[src/rtl/srt4_post_processing_if.sv]
// Handshake and data bundle between the SRT-4 iteration core and the post-processing back end.
// The slave modport is the post-processing block; the master side feeds results and consumes outputs.
interface srt4_post_processing_if #(
    parameter int DW = 32,
    parameter int QW = DW + 2
);
    logic            in_valid;
    logic            in_ready;
    logic [QW-1:0]   q_pos;
    logic [QW-1:0]   q_neg;
    logic [DW+5:0]   rem_star;
    logic [DW+2:0]   divisor_star;
    logic [DW/2-1:0] recovery;
    logic            out_valid;
    logic            out_ready;
    logic [DW-1:0]   quotient;
    logic [DW-1:0]   remainder;
    logic            div_zero;

    modport master (
        output in_valid, q_pos, q_neg, rem_star, divisor_star, recovery, out_ready,
        input  in_ready, out_valid, quotient, remainder, div_zero
    );

    modport slave (
        input  in_valid, q_pos, q_neg, rem_star, divisor_star, recovery, out_ready,
        output in_ready, out_valid, quotient, remainder, div_zero
    );
endinterface

[src/rtl/srt4_post_processing.sv]
// SRT-4 divider back end: redundant-to-binary quotient conversion, negative remainder
// correction and one-bit-per-cycle remainder de-normalisation behind a valid/ready handshake.
module srt4_post_processing #(
    parameter int DW = 32,
    parameter int QW = DW + 2
) (
    input  logic                  clk,
    input  logic                  rst,
    srt4_post_processing_if.slave bus
);
    localparam int RW  = DW + 6;
    localparam int DSW = DW + 3;
    localparam int CW  = $clog2(DW) + 1;

    typedef enum logic [2:0] {IDLE, CONV, CORR, SHIFT, DONE} state_t;

    state_t          state_q, state_d;
    logic [QW-1:0]   q_q, q_d;
    logic [QW-1:0]   q_neg_q, q_neg_d;
    logic [RW-1:0]   rem_star_q, rem_star_d;
    logic [DSW-1:0]  divisor_star_q, divisor_star_d;
    logic [DSW-1:0]  rem_q, rem_d;
    logic [CW-1:0]   lz_q, lz_d;
    logic [CW-1:0]   cnt_q, cnt_d;
    logic [DW-1:0]   quotient_q, quotient_d;
    logic [DW-1:0]   remainder_q, remainder_d;
    logic            div_zero_q, div_zero_d;

    logic            rem_neg;
    logic [RW-1:0]   rem_sum;
    logic [QW-1:0]   q_corr;
    logic [DSW-1:0]  rem_corr;
    logic [DSW-1:0]  rem_shift;
    logic            unused_rem_sum_hi;

    always_ff @(posedge clk) begin
        if (rst) begin
            state_q        <= IDLE;
            q_q            <= '0;
            q_neg_q        <= '0;
            rem_star_q     <= '0;
            divisor_star_q <= '0;
            rem_q          <= '0;
            lz_q           <= '0;
            cnt_q          <= '0;
            quotient_q     <= '0;
            remainder_q    <= '0;
            div_zero_q     <= 1'b0;
        end else begin
            state_q        <= state_d;
            q_q            <= q_d;
            q_neg_q        <= q_neg_d;
            rem_star_q     <= rem_star_d;
            divisor_star_q <= divisor_star_d;
            rem_q          <= rem_d;
            lz_q           <= lz_d;
            cnt_q          <= cnt_d;
            quotient_q     <= quotient_d;
            remainder_q    <= remainder_d;
            div_zero_q     <= div_zero_d;
        end
    end

    // A negative final remainder means the last digit overshot: add one divisor back, drop one from Q.
    always_comb begin
        rem_neg           = rem_star_q[RW-1];
        rem_sum           = rem_star_q + {{(RW-DSW){divisor_star_q[DSW-1]}}, divisor_star_q};
        q_corr            = rem_neg ? (q_q - QW'(1)) : q_q;
        rem_corr          = rem_neg ? rem_sum[DSW-1:0] : rem_star_q[DSW-1:0];
        rem_shift         = rem_q >> 1;
        unused_rem_sum_hi = ^rem_sum[RW-1:DSW];
    end

    always_comb begin
        state_d        = state_q;
        q_d            = q_q;
        q_neg_d        = q_neg_q;
        rem_star_d     = rem_star_q;
        divisor_star_d = divisor_star_q;
        rem_d          = rem_q;
        lz_d           = lz_q;
        cnt_d          = cnt_q;
        quotient_d     = quotient_q;
        remainder_d    = remainder_q;
        div_zero_d     = div_zero_q;

        case (state_q)
            IDLE: begin
                if (bus.in_valid) begin
                    if (bus.recovery == '0) begin
                        state_d     = DONE;
                        quotient_d  = '1;
                        remainder_d = '0;
                        div_zero_d  = 1'b1;
                    end else begin
                        state_d        = CONV;
                        div_zero_d     = 1'b0;
                        q_d            = bus.q_pos;
                        q_neg_d        = bus.q_neg;
                        rem_star_d     = bus.rem_star;
                        divisor_star_d = bus.divisor_star;
                        lz_d           = CW'(DW) - CW'(bus.recovery);
                    end
                end
            end
            CONV: begin
                q_d     = q_q - q_neg_q;
                state_d = CORR;
            end
            CORR: begin
                q_d   = q_corr;
                rem_d = rem_corr;
                if (lz_q == '0) begin
                    state_d     = DONE;
                    quotient_d  = q_corr[DW-1:0];
                    remainder_d = rem_corr[DW-1:0];
                end else begin
                    state_d = SHIFT;
                    cnt_d   = lz_q;
                end
            end
            SHIFT: begin
                rem_d = rem_shift;
                cnt_d = cnt_q - CW'(1);
                if (cnt_q == CW'(1)) begin
                    state_d     = DONE;
                    quotient_d  = q_q[DW-1:0];
                    remainder_d = rem_shift[DW-1:0];
                end
            end
            DONE: begin
                if (bus.out_ready) begin
                    state_d = IDLE;
                end
            end
            default: state_d = IDLE;
        endcase
    end

    always_comb begin
        bus.in_ready  = (state_q == IDLE);
        bus.out_valid = (state_q == DONE);
        bus.quotient  = quotient_q;
        bus.remainder = remainder_q;
        bus.div_zero  = div_zero_q;
    end
endmodule
[src/flat_wrapper.sv]
// flat-port wrapper written by rule: the top's interface ports become plain ports
module srt4_post_processing_flat 
#(
    parameter int DW = 32,
    parameter int QW = DW + 2
)
  (clk, rst, bus_in_valid, bus_q_pos, bus_q_neg, bus_rem_star, bus_divisor_star, bus_recovery, bus_out_ready, bus_in_ready, bus_out_valid, bus_quotient, bus_remainder, bus_div_zero);
  srt4_post_processing_if #(.DW(DW), .QW(QW)) bus_i ();
  input  logic clk;
  input  logic rst;
  input wire logic [$bits(bus_i.in_valid)-1:0] bus_in_valid;
  input wire logic [$bits(bus_i.q_pos)-1:0] bus_q_pos;
  input wire logic [$bits(bus_i.q_neg)-1:0] bus_q_neg;
  input wire logic [$bits(bus_i.rem_star)-1:0] bus_rem_star;
  input wire logic [$bits(bus_i.divisor_star)-1:0] bus_divisor_star;
  input wire logic [$bits(bus_i.recovery)-1:0] bus_recovery;
  input wire logic [$bits(bus_i.out_ready)-1:0] bus_out_ready;
  output wire logic [$bits(bus_i.in_ready)-1:0] bus_in_ready;
  output wire logic [$bits(bus_i.out_valid)-1:0] bus_out_valid;
  output wire logic [$bits(bus_i.quotient)-1:0] bus_quotient;
  output wire logic [$bits(bus_i.remainder)-1:0] bus_remainder;
  output wire logic [$bits(bus_i.div_zero)-1:0] bus_div_zero;
  assign bus_i.in_valid = bus_in_valid;
  assign bus_i.q_pos = bus_q_pos;
  assign bus_i.q_neg = bus_q_neg;
  assign bus_i.rem_star = bus_rem_star;
  assign bus_i.divisor_star = bus_divisor_star;
  assign bus_i.recovery = bus_recovery;
  assign bus_i.out_ready = bus_out_ready;
  assign bus_in_ready = bus_i.in_ready;
  assign bus_out_valid = bus_i.out_valid;
  assign bus_quotient = bus_i.quotient;
  assign bus_remainder = bus_i.remainder;
  assign bus_div_zero = bus_i.div_zero;
  srt4_post_processing #(.DW(DW), .QW(QW)) u_core (.clk(clk), .rst(rst), .bus(bus_i));
endmodule
[config.mk]
export PLATFORM = sky130hd
export DESIGN_NAME = srt4_post_processing_flat
export DESIGN_NICKNAME = d
export VERILOG_FILES = /design/src/rtl/srt4_post_processing_if.sv /design/src/rtl/srt4_post_processing.sv /design/src/flat_wrapper.sv
export SDC_FILE = /design/constraint.sdc
export NUM_CORES = 1
export LEC_CHECK = 0
export BUFFER_PORTS_ARGS = -buffer_cell sky130_fd_sc_hd__buf_4
export CAP_MARGIN = 25
export CORE_MARGIN = 2
export CORE_UTILIZATION = 52
export DETAILED_ROUTE_END_ITERATION = 6
export GPL_ROUTABILITY_DRIVEN = 1
export PLACE_DENSITY = 0.88
export REMOVE_ABC_BUFFERS = 1
export SLEW_MARGIN = 10
export SYNTH_ARGS = -nofsm -noshare
export SYNTH_HDL_FRONTEND = slang
export SYNTH_SLANG_ARGS = --single-unit
[constraint.sdc]
create_clock -name clk -period 3.2 [get_ports clk]
set_clock_uncertainty 0.1 [all_clocks]
set_input_delay 0.64 -clock clk [delete_from_list [all_inputs] [get_ports clk]]
set_output_delay 0.64 -clock clk [all_outputs]
set_load 0.005 [all_outputs]
# Yosys cells after proc, flatten, opt, wreduce, memory -nomap -nowiden
# Index checks and enable logic that the tools add are counted.
[word_totals] ff_bits=256 inputBits=161 out_inout_bits=67
[classes] addsub=5 n_eq_ne=13 n_mux=25 bitwise_logic=1 reduce_logical=13
[op_table] op="32-bit 2-to-1 mux" n=8
[op_table] op="32-bit one-hot mux with 3 select lines" n=2
[op_table] op="34-bit 2-to-1 mux" n=3
[op_table] op="34-bit one-hot mux with 3 select lines" n=1
[op_table] op="35-bit one-hot mux with 2 select lines" n=1
[op_table] op="35-bit adder" n=1
[op_table] op="35-bit 2-to-1 mux" n=1
[op_table] op="34-bit by 1-bit subtractor with 34-bit output, second input constant" n=1
[op_table] op="34-bit subtractor" n=1
[op_table] op="16-bit zero test" n=1
[op_table] op="3-bit 2-to-1 mux" n=5
[op_table] op="3-bit one-hot mux with 5 select lines" n=1
[op_table] op="6-bit one-hot mux with 2 select lines" n=1
[op_table] op="3-bit AND reduction" n=3
[op_table] op="2-bit by 1-bit inequality test with 1-bit output, second input constant" n=4
[op_table] op="2-bit inequality test, second input constant" n=4
[op_table] op="3-bit by 2-bit == test with 1-bit output, second input constant" n=2
[op_table] op="6-bit by 1-bit == test with 1-bit output, second input constant" n=1
[op_table] op="6-bit zero test" n=1
[op_table] op="6-bit 2-to-1 mux" n=1
[op_table] op="3-bit nonzero test" n=2
[op_table] op="6-bit by 1-bit subtractor with 6-bit output, second input constant" n=1
[op_table] op="6-bit subtractor, first input constant" n=1
[op_table] op="5-bit AND reduction" n=1
[op_table] op="other kinds (8)" n=9

# Logic depth before layout (Yosys ltp)
# Gate-level depths: netlist of the first run.
[depth] ltp_word=4 depth_mapped=12 ltp_nobuf=12

# Least setup slack after synthesis of the first run
# No wires, ideal clock.
[synth_timing] kind="flip-flop to flip-flop" start="reg u_core.q_q[0]" end="reg u_core.q_q[26]" setup_time_ps=120 t_arrival_ps=2832 t_required_ps=2980 path_slack_ps=149 path_stages_with_launch=13 path_buffers=0 cell_sequence="dfxtp_1 > inv_1 > ha_1 > fa_1 > nor2b_1 > o31a_1 > o41ai_1 > o31a_1 > o21a_1 > o21a_1 > o21ai_0 > a211oi_1 > a211o_1"
[synth_via] elab_chain_len=3
[synth_lines] element="start, declared" line_no="srt4_post_processing.sv:18" text="logic [QW-1:0] q_q, q_d;"
[synth_lines] element="start signal, assigned" line_no="srt4_post_processing.sv:51" text="q_q <= q_d;"
[synth_lines] element="34-bit by 1-bit subtractor with 34-bit output" line_no="srt4_post_processing.sv:68" text="q_corr = rem_neg ? (q_q - QW'(1)) : q_q;"
[synth_lines] element="34-bit 2-to-1 mux" line_no="srt4_post_processing.sv:68"
[synth_lines] element="34-bit one-hot mux with 3 select lines (*)" line_no="srt4_post_processing.sv:87" text="case (state_q)"
# Mark *: on every way between the ends. The rest lies on a longest branch, timed or not. The select of a mux whose other input is x is not followed.
# A chain may end at the register's enable or synchronous reset.

# Worst setup path in the final report of the first run
[layout_timing] start="reg u_core.q_q[0]" end="reg u_core.q_q[13]"
# Same word-level chain as after synthesis.

==> results of run 1 <==
timing repair:
action | CTS | global route
endpoints found under the hold margin | 0 | 0
buffers inserted | 0 | 6
endpoints found under the setup margin | 9 | 35
resized for setup | 6 | 40
pin swaps | 0 | 11
hold buffers | 0 | 0
cells by family (layout without fill, tap and decap cells):
family | count (synthesis) | after routing | share of synthesized area
and+or+nand+nor | 740 | 740 | 0.2276
AOI/OAI and AO/OA | 585 | 585 | 0.2491
DFF | 249 | 249 | 0.3441
buffers and inverters | 182 | 431 | 0.04742
xor gates and xnor gates | 101 | 101 | 0.06107
adders and majority gates | 71 | 71 | 0.06237
muxes | 12 | 12 | 0.008293
other | 0 | 1 | 0
per-stage QoR:
stage	TNS (ns)	utilization	worst slack, ns	hold WS [ns]	total power [W]
after floorplan	-480.33	-	-3.846	0.3209	0.01010
after global placement	-0.06069	0.6143	-0.03455	0.3284	0.01314
after detailed placement	-0.3299	0.6143	-0.08279	0.3386	0.01340
after CTS	-0.09084	0.6502	-0.09084	0.2257	0.01684
after global routing	-0.4003	0.6580	-0.2127	0.2373	0.01829
final	-0.1684	0.6580	-0.1320	0.2386	0.01718
area by class of cell:
class | instances | area (um^2) | share of cell area
Antenna cell | 1 | 2.502 | 0.0001376
Timing Repair Buffer | 321 | 2480 | 0.1364
Tap cell | 378 | 473.0 | 0.02601
Clock buffer | 32 | 734.5 | 0.04040
Inverter | 60 | 225.2 | 0.01239
Multi-Input combinational cell | 1509 | 9045 | 0.4975
Clock inverter | 18 | 231.5 | 0.01273
Sequential cell | 249 | 4990 | 0.2744
power groups by stage:
stage | Sequential (W) | Clock, W | Combinational, W
finish | 0.00455 | 0.00338 | 0.00925
global placement | 0.00454 | 0 | 0.00860
floorplan | 0.00459 | 0 | 0.00551
detailed placement | 0.00458 | 0 | 0.00882
global route | 0.00463 | 0.00353 | 0.0101
CTS | 0.00452 | 0.00341 | 0.00890
routing by layer:
metal	wire, um	vias to the layer above	share of wire
li1	-	7272	-
met1	18610	7061	0.41
met2	22020	655	0.48
met3	3296	129	0.072
met4	1944	0	0.042
met5	0	-	0
synth_stat cells (4+ instances only):
| cell | count | share of area |
|---|---|---|
| nand3_1 | 23 | 0.0079 |
| and2_1 | 6 | 0.0026 |
| o21a_1 | 19 | 0.0098 |
| clkbuf_1 | 113 | 0.029 |
| nor3_1 | 36 | 0.012 |
| a31o_2 | 4 | 0.0024 |
| nor2b_1 | 20 | 0.0086 |
| and4_1 | 4 | 0.0024 |
| or3_4 | 4 | 0.0031 |
| a21oi_1 | 227 | 0.078 |
| dfxtp_1 | 249 | 0.34 |
| or3_1 | 16 | 0.0069 |
| o221ai_1 | 6 | 0.0036 |
| a221oi_1 | 10 | 0.0060 |
| o21ai_0 | 115 | 0.040 |
| nor2_1 | 189 | 0.049 |
| nand2b_1 | 12 | 0.0052 |
| a211o_1 | 7 | 0.0042 |
| a31oi_1 | 14 | 0.0060 |
| xnor2_1 | 65 | 0.039 |
| nor4_1 | 13 | 0.0056 |
| or2_2 | 6 | 0.0026 |
| a21boi_0 | 4 | 0.0021 |
| a311oi_1 | 12 | 0.0073 |
| and3_1 | 4 | 0.0017 |
| or4_1 | 5 | 0.0026 |
| mux2i_1 | 12 | 0.0083 |
| buf_1 | 8 | 0.0021 |
| o22ai_1 | 22 | 0.0095 |
| nor3b_1 | 12 | 0.0062 |
| xor2_1 | 36 | 0.022 |
| ha_1 | 69 | 0.060 |
| o41ai_1 | 8 | 0.0048 |
| nand4_1 | 12 | 0.0052 |
| inv_1 | 60 | 0.016 |
| a21o_1 | 37 | 0.019 |
| o21bai_1 | 4 | 0.0021 |
| a211oi_1 | 41 | 0.021 |
| o31ai_1 | 15 | 0.0078 |
| o211ai_1 | 9 | 0.0047 |
| nand2_1 | 356 | 0.092 |
| o2111ai_1 | 5 | 0.0030 |
| nand3b_1 | 14 | 0.0073 |
worst max-delay path: stages (launching register included):
cell	delay, ns
dfxtp_2	0.32
buf_6	0.12
or4b_4	0.53
or3_4	0.35
or3_4	0.37
or3_4	0.36
or3_4	0.38
nor3_4	0.14
xor2_1	0.22
nand2_1	0.10
a311oi_2	0.25
final timing paths:
check                                                   start                                end  depth (start not counted)
worst max-delay path               u_core.q_q[0]$_SDFFE_PP0P_        u_core.q_q[13]$_SDFFE_PP0P_                         10
worst min-delay path                          bus_rem_star[8]  u_core.rem_star_q[8]$_SDFFE_PP0P_                          3
worst max register to register     u_core.q_q[0]$_SDFFE_PP0P_        u_core.q_q[13]$_SDFFE_PP0P_                         10
worst min register to register  u_core.rem_q[31]$_SDFFE_PP0N_      u_core.rem_q[31]$_SDFFE_PP0N_                          1
state kept, by name, summed over array words and instances, names as in the netlist:
register and count:
u_core.state_q 3, u_core.q_neg_q 32, u_core.rem_star_q 36, u_core.bus.remainder 32
u_core.bus.quotient 32, u_core.lz_q 6, u_core.bus.div_zero 1, u_core.rem_q 34
u_core.divisor_star_q 35, u_core.cnt_q 6, u_core.q_q 32
==> results.md, run 1 <==
* Status: finished with violations
* Failing checks: negative setup slack
* CTS Buffer Depth at 3
* Cts bufs inserted at 27
* Startpoint Class: flip-flop
* Async SR Flop Fraction at 0
* Final non-filler cell total at 2568
* Worst-Skew Late Latency at approximately 0.54 ns
* Switching part of the total at 0.4350
* # IOs at 228
* Most frequent cells in the layout: nand2_1, buf_4, dfxtp_1
* Vias per inst at 5.887
* Final worst slack at -0.1320 ns
* Most common cell after layout, fill and taps aside: nand2_1
* Post-synth EDFFs at 0
* HP Class: input port to flip-flop
* Synthesized area per cell at 7.467 um^2
* Share of power burned in the clock network at 0.197
* Primary FF master, synth: dfxtp_1
* Synth Instances at around 1900
* Crit path arrival time at 3.68 ns
* Achievable Freq at approximately 300 MHz
* Critical Path RT at 3.54 ns
* Psw at 0.007472 W
* Cell Area, Placed at 16970 um^2
* 1st-iter DRT viols at 1303
* Share of cells above drive strength 1 at 0.1969
* Routed length per placed instance at 17.86 um
* Cell total after placement at 2512
* Vias in the first global route at 14730
* Critical path class: flip-flop to flip-flop
* Routed WL at roughly 46 mm
* Initial antenna violation count at 1
* Fill count at ~2300
* Power per cell area at ~940 nW/um^2
* Layout area overhead at 25.52%
* Maximum ir drop on the vdd rail at 664.9 uV
* Starting Density at 0.5243
* Clk sinks at 249
* Gate power share at 0.538
* Reg power frac at 0.265
* Slew margin rel. at 0.4937
* Row count at slightly above 60
* Nets at 2400
* Seq cells post-synth at between 200 and 250
* Largest net degree at the start of global routing at 117
* Final Max Tran Viols at 0
* Clk slew on worst S/H paths at around 0.06 ns
* Via Count at 15120
* Slack of the worst reg-to-reg path at -0.13 ns
* Chip Width at about 170 um
* Min Tclk post-route at 3.332 ns
* Yosys warnings at 0
* Final Hold Fails at 0
* Met1 usage at 0.3836
* Crit. End Element: flip-flop
* Height of the die at 170.9 um
* First-pass GRT wire length at between 70 and 80 mm
* H-tree lvl count at 1
* Final Cycle Share at 1.041
* Final setup viols at 2
* Met3 Resource Use GR at 0.03701
* Met2 Resource Use GR at 0.5318
* Clk root buf: clkbuf_16
* Leakage at 7.546 nW
* TritonCTS clock tree: built
* Cell internal pwr at 0.009704 W
* Final ANT Viol Nets at 0
* TritonRoute pass-1 iters at 6
* Detailed Place HPWL at 32.80 mm
* Seq/Total Area, Yosys at 0.3441
* Routability Congestion at 0.9369
* # DRC at 0
* Global route hottest layer: met2
* Total global routing overflow at 0
* Die area at between 20000 and 30000 um^2
* Worst-Margin Slew at 0.7594 ns
* Port bufs at 221
* Mapped cell area at about 14000 um^2
* Core Box Area at 27630 um^2
* Maxcap violations at 0
* Post-synth cell types at 67
* Final Cell Area at 18180 um^2
* Worst-path fanout max at 4
* Unrepaired setup endpoints after global routing: true
* GRT Overall Usage at 0.3068
(Power assumes the default switching activity.)
==> inputs of run 2 (changes only) <==
Settings changed: CORE_UTILIZATION 52 to 60, PLACE_DENSITY 0.88 to 0.95, SETUP_SLACK_MARGIN set to 0.5.
Clock period 3.2 ns to 3.9 ns, I/O delays scaled along.
==> run 2 against run 1 <==
Net effect: the flow now finishes without violations; flip-flop and latch count unchanged; die area fell by 13%; sequential share of layout area grew 1.1 points; clock power shrank 19%; count of clock-buffer cells in the layout up 8; final area is 3.9% lower; critical path type unchanged; critical endpoint is now u_core.q_q[30]$_SDFFE_PP0P_.
==> results.md, run 2 (synthesis gave the netlist of run 1 again) <==
* First-pass GRT wire length at 74.13 mm (+2.1%)
* Critical path class: flip-flop to flip-flop
* Critical Path RT at 4.29 ns (+0.75 ns)
* Final setup viols at 0 (-2)
* Total global routing overflow at 0 (unchanged)
* Leakage at 7.226 nW (-4.2%)
* Metal2 WL at 21.82 mm (-0.91%)
* CP endpoint: u_core.q_q[30]$_SDFFE_PP0P_
* TritonRoute pass-1 iters at 6 (unchanged)
* Most frequent cells in the layout: nand2_1, buf_4, dfxtp_1
* Worst Min Path Start: u_core.rem_q[23]$_SDFFE_PP0N_
* Achievable Freq at 301.4 MHz (+0.44%)
* Slack of the worst reg-to-reg path at 0.58 ns (+0.71 ns)
* Status: finished, final reports clean
* Core Box Area at 23610 um^2 (-15%)
* Routed length per placed instance at 19.06 um (+6.7%)
* Worst reg2reg path endpoint: u_core.q_q[30]$_SDFFE_PP0P_
* Power per cell area at 784.3 nW/um^2 (-17%)
* Min Tclk post-route at 3.317 ns (-0.01460 ns)
* Routability Congestion at 0.9315 (-0.58%)
* M1 WL at 18.08 mm (-2.9%)
* Detailed Place HPWL at 31.14 mm (-5.0%)
* Initial antenna violation count at 2 (+1)
* Cts bufs inserted at 28 (+3.7%)
* Crit. End Element: flip-flop
* GRT Overall Usage at 0.3491 (+0.04227)
* Clk sinks at 249 (unchanged)
* Clk slew on worst S/H paths at 0.06 ns (about the same)
* Largest register by flop count: u_core.rem_star_q
* Largest regs: u_core.rem_star_q x36, u_core.divisor_star_q x35, u_core.rem_q x34
* Final non-filler cell total at 2441 (-4.9%)
* Hold slack at 0.3526 ns (+0.1139 ns)
* Worst-Skew Late Latency at 0.54 ns (about the same)
* Fill count at 1727 (-25%)
* Largest net degree at the start of global routing at 142 (+21%)
* Routed WL at 46.54 mm (+1.4%)
* Uppermost routed layer: met4
* Startpoint Class: flip-flop
* # DRC at 0 (unchanged)
* Most common cell after layout, fill and taps aside: nand2_1
* Worst-Margin Slew at 1.008 ns (+0.2488 ns)
* TritonCTS clock tree: built
* Worst-path fanout max at 5 (+1)
* HP Class: flip-flop to flip-flop
* Cell total after placement at 2388 (-4.9%)
* WL met3 at 4.225 mm (+28%)
* Clk root buf: clkbuf_16
* Worst Setup Slack post-DPL at 0.4239 ns (+0.5067 ns)
* Share of cells above drive strength 1 at 0.1637 (-0.03321)
* Slew margin rel. at 0.3263 (-0.1675)
* Chip Width at 159.4 um (-6.7%)
* H-tree lvl count at 1 (unchanged)
* Final worst slack at 0.5826 ns (+0.7146 ns)
* Port bufs at 221 (unchanged)
* Maximum ir drop on the vdd rail at 621.4 uV (-6.5%)
* Vias per inst at 6.329 (+7.5%)
* Nets at 2333 (-2.8%)
* Final ANT Viol Nets at 0 (unchanged)
* RR Startpoint: u_core.q_q[1]$_SDFFE_PP0P_
* Cell count of the worst reg-to-reg path at 11 (+1)
* Final Cycle Share at 0.8506 (-0.1906)
* Starting Density at 0.6134 (+0.08918)
* Layout area overhead at 20.67%
* # IOs at 228 (unchanged)
* Row count at 56 (-8.2%)
* Via Count at 15450 (+2.2%)
* Vias in the first global route at 15170 (+3.0%)
* Die area at 25400 um^2 (-13%)
* Worst setup path start: u_core.q_q[1]$_SDFFE_PP0P_
* Final Max Tran Viols at 0 (unchanged)
* 1st-iter DRT viols at 1512 (+16%)
* Maxcap violations at 0 (unchanged)
* CTS Buffer Depth at 3 (unchanged)
* Crit path arrival time at 3.70 ns (+0.02 ns)
* Height of the die at 159.4 um (-6.7%)
* Max FFs per register at 36 (unchanged)
* Unrepaired setup endpoints after global routing: true
* Final Hold Fails at 0 (unchanged)
[run 2: cell count changes in the layout (fill, tap and decap cells not counted), sizes merged]
cell	delta
bufinv	-2
clkinvlp	-2
clkbuf	+8
clkinv	-4
buf	-68
diode	+1
inv	-1
[run 2: repair_timing]
item,CTS,global route
pin swaps,0,4
setup buffers,0,2
hold buffers,0,0
resized for setup,9,21
endpoints found under the setup margin,6,21
[run 2: worst min path at each step]
stage / to / slack (ns) / depth (start not counted)
6_report: u_core.rem_q[23]$_SDFFE_PP0N_ / 0.35 / 2
5_1_grt: u_core.bus.remainder[1]$_SDFFE_PP0P_ / 0.37 / 2
4_1_cts: u_core.rem_q[23]$_SDFFE_PP0N_ / 0.35 / 2
3_5_place_dp: u_core.rem_q[27]$_SDFFE_PP0N_ / 0.34 / 2
3_3_place_gp: u_core.rem_q[31]$_SDFFE_PP0N_ / 0.33 / 1
2_1_floorplan: u_core.rem_q[31]$_SDFFE_PP0N_ / 0.32 / 1
[run 2: stage by stage]
step                  util  area (um^2)  power, W  TNS [ns]
global placement    0.6935        16370   0.01022         0
CTS                 0.7354        17370   0.01335         0
finish              0.7403        17480   0.01371         0
detailed placement  0.6935        16370   0.01051         0
global route        0.7403        17480   0.01450         0
floorplan                -        14020  0.008288   -334.39
[run 2: per-layer routing]
metal | vias up | track usage
met1 | 7215 | 0.4361
met2 | 874 | 0.5822
met4 | 0 | 0.1839
met3 | 212 | 0.05496
li1 | 7147 | -
met5 | - | 0
[run 2: layout make-up]
| class | instances | area, um^2 | area share |
|---|---|---|---|
| inverter | 60 | 225.2 | 0.01288 |
| tap | 319 | 399.1 | 0.02283 |
| sequential | 249 | 4990 | 0.2855 |
| timing repair buffer | 253 | 1932 | 0.1105 |
| antenna | 2 | 5.005 | 0.0002863 |
| clock inverter | 9 | 123.9 | 0.007087 |
| multi-input combinational | 1509 | 8977 | 0.5136 |
| clock buffer | 40 | 827.0 | 0.04732 |
[run 2: worst max-delay path, cell delays in order (launching register included)]
cell       delay, ns
dfxtp_1         0.35
inv_1           0.13
ha_2            0.24
nand4bb_4       0.15
or3_4           0.40
or3_4           0.44
or3_4           0.42
or3_1           0.35
xnor2_1         0.21
nand2_1         0.08
a211oi_1        0.23
a211o_1         0.13
[run 2: power by group]
group          switching [W]  internal (W)
sequential          0.000641       0.00318
clock                0.00108       0.00166
combinational        0.00439       0.00276
==> inputs of run 3 (changes only) <==
Settings changed: CTS_BUF_LIST set to sky130_fd_sc_hd__clkbuf_8, RECOVER_POWER set to 25.
==> run 3 against run 2 <==
Net effect: combinational power shrank 1%; utilization shrank 0.63 points; global-route usage shrank 0.20 points; via count shrank 0.14%; total power shrank 3.0%; count of clock-buffer cells in the layout grew 16; maximum frequency grew 0.36%; cell count grew 1.1%; critical path type unchanged; largest cell class unchanged.
==> results.md, run 3 (synthesis gave the netlist of run 1 again) <==
* Min Tclk post-route at 3.305 ns (-0.01206 ns)
* Final non-filler cell total at 2467 (+1.1%)
* Worst-path fanout max at 4 (-1)
* # IOs at 228 (unchanged)
* Clk slew on worst S/H paths at 0.07 ns (about the same)
* Starting Density at 0.6134 (unchanged)
* TritonRoute pass-1 iters at 7 (+1)
* Worst-Skew Late Latency at 0.57 ns (+0.03 ns)
* Final Cycle Share at 0.8475 (-0.003093)
* Routed length per placed instance at 18.61 um (-2.4%)
* Height of the die at 159.4 um (unchanged)
* Routed WL at 45.91 mm (-1.3%)
* Share of cells above drive strength 1 at 0.1636 (about the same)
* Total global routing overflow at 0 (unchanged)
* TritonCTS clock tree: built
* Cell total after placement at 2388 (unchanged)
* GRT Overall Usage at 0.3471 (-0.001964)
* Row count at 56 (unchanged)
* Slew margin rel. at 0.3219 (-0.004416)
* Unrepaired setup endpoints after global routing: true
* Via Count at 15430 (-0.14%)
* Most common cell after layout, fill and taps aside: nand2_1
* Final Max Tran Viols at 0 (unchanged)
* HP Class: flip-flop to flip-flop
* Final Hold Fails at 0 (unchanged)
* Clk sinks at 249 (unchanged)
* Achievable Freq at 302.5 MHz (+0.36%)
* Fill count at 1773 (+2.7%)
* Final ANT Viol Nets at 0 (unchanged)
* CTS Buffer Depth at 3 (unchanged)
* Util after Layout at 0.7339 (-0.006306)
* Largest regs: u_core.rem_star_q x36, u_core.divisor_star_q x35, u_core.rem_q x34
* Port bufs at 221 (unchanged)
* # DRC at 0 (unchanged)
* Die area at 25400 um^2 (unchanged)
* Core Box Area at 23610 um^2 (unchanged)
* Vias per inst at 6.253 (-1.2%)
* Maximum ir drop on the vdd rail at 569.1 uV (-8.4%)
* Startpoint Class: flip-flop
* Largest register by flop count: u_core.rem_star_q
* Critical Path RT at 4.23 ns (-0.06 ns)
* Setup TNS at 0 ns (unchanged)
* 1st-iter DRT viols at 1575 (+4.2%)
* Vias in the first global route at 15090 (-0.55%)
* Leakage at 7.168 nW (-0.81%)
* Post-CTS Hold Buffers at 0 (unchanged)
* Detailed Place HPWL at 31.14 mm (unchanged)
* Nets at 2347 (+0.60%)
* Critical path class: flip-flop to flip-flop
* Initial antenna violation count at 2 (unchanged)
* First-pass GRT wire length at 73.46 mm (-0.91%)
* Crit. End Element: flip-flop
* Cts bufs inserted at 42 (+50%)
* Worst-Margin Slew at 1.015 ns (+0.006607 ns)
* Largest net degree at the start of global routing at 142 (unchanged)
* Chip Width at 159.4 um (unchanged)
* Max FFs per register at 36 (unchanged)
* H-tree lvl count at 2 (+1)
* Clk root buf: clkbuf_8
* Layout area overhead at 19.64%
* Routability Congestion at 0.9315 (unchanged)
* Most frequent cells in the layout: nand2_1, dfxtp_1, a21oi_1
* Status: finished, final reports clean
* Power per cell area at 767.4 nW/um^2 (-2.2%)
* Crit path arrival time at 3.64 ns (-0.06 ns)
* Final setup viols at 0 (unchanged)
* Maxcap violations at 0 (unchanged)
run 3: changes by cell type in the layout (fill, tap and decap cells not counted), moves of 2 or more:
cell | before | now
clkbuf_4 | 0 | 58
clkbuf_16 | 29 | 0
inv_1 | 60 | 72
buf_4 | 249 | 183
bufinv_16 | 3 | 1
clkbuf_8 | 6 | 56
clkbuf_1 | 5 | 9
run 3: critical path: stages, from the launching register on:
cell and delay [ns]:
dfxtp_2 0.37, inv_1 0.08, ha_1 0.22, fa_1 0.43, nor2b_2 0.15, o31a_1 0.24, o41ai_4 0.10, o31a_1 0.31
o21a_1 0.26, o21ai_2 0.20, a21oi_1 0.16, o2111a_1 0.27, a211o_1 0.26
run 3: through the flow:
stage                     cell area, um^2  hold WS [ns]  power (W)  setup slack [ns]
after global placement              16370        0.3291    0.01022            0.4822
after CTS                           17280        0.3520    0.01303            0.5366
after floorplan                     14020        0.3209   0.008288            -3.146
after detailed placement            16370        0.3439    0.01051            0.4239
final                               17330        0.3515    0.01330            0.5946
after global routing                17330        0.3642    0.01410            0.4867
run 3: report_power, final:
part	internal (W)	total (W)	switching, W
Sequential	0.00318	0.00381	0.000627
Combinational	0.00271	0.00706	0.00435
Clock	0.00134	0.00243	0.00109
Total	0.00724	0.0133	0.00606
run 3: cell type report:
cell class              instances  area [um^2]  share of cell area
diodes                          2        5.005           0.0002888
clock buffers                  56        770.7             0.04447
clock inverters                19        105.1            0.006065
inverters                      60        225.2             0.01300
multi-input cells            1509         8940              0.5158
flip-flops and latches        249         4991              0.2880
well taps                     319        399.1             0.02303
repair buffers                253         1894              0.1093
run 3: final timing paths:
path / slack [ns] / end / from / depth (start not counted)
setup reg to reg: 0.59 / u_core.q_q[30]$_SDFFE_PP0P_ / u_core.q_q[0]$_SDFFE_PP0P_ / 12
hold / removal: 0.35 / u_core.bus.remainder[12]$_SDFFE_PP0P_ / u_core.bus.remainder[12]$_SDFFE_PP0P_ / 2
hold reg to reg: 0.35 / u_core.bus.remainder[12]$_SDFFE_PP0P_ / u_core.bus.remainder[12]$_SDFFE_PP0P_ / 2
setup / recovery: 0.59 / u_core.q_q[30]$_SDFFE_PP0P_ / u_core.q_q[0]$_SDFFE_PP0P_ / 12
run 3: what timing repair did:
item | CTS | global route
endpoints found under the setup margin | 6 | 16
pin swaps | 0 | 4
cloned | 0 | 0
buffers inserted | 0 | 2
resized for setup | 7 | 15
run 3: routing by layer:
| metal | wire, um | vias to the layer above | global-route usage |
|---|---|---|---|
| li1 | - | 7188 | - |
| met1 | 18090 | 7166 | 0.4320 |
| met2 | 21360 | 871 | 0.5743 |
| met3 | 4223 | 202 | 0.06017 |
| met4 | 2242 | 0 | 0.1880 |
| met5 | 0 | - | 0 |
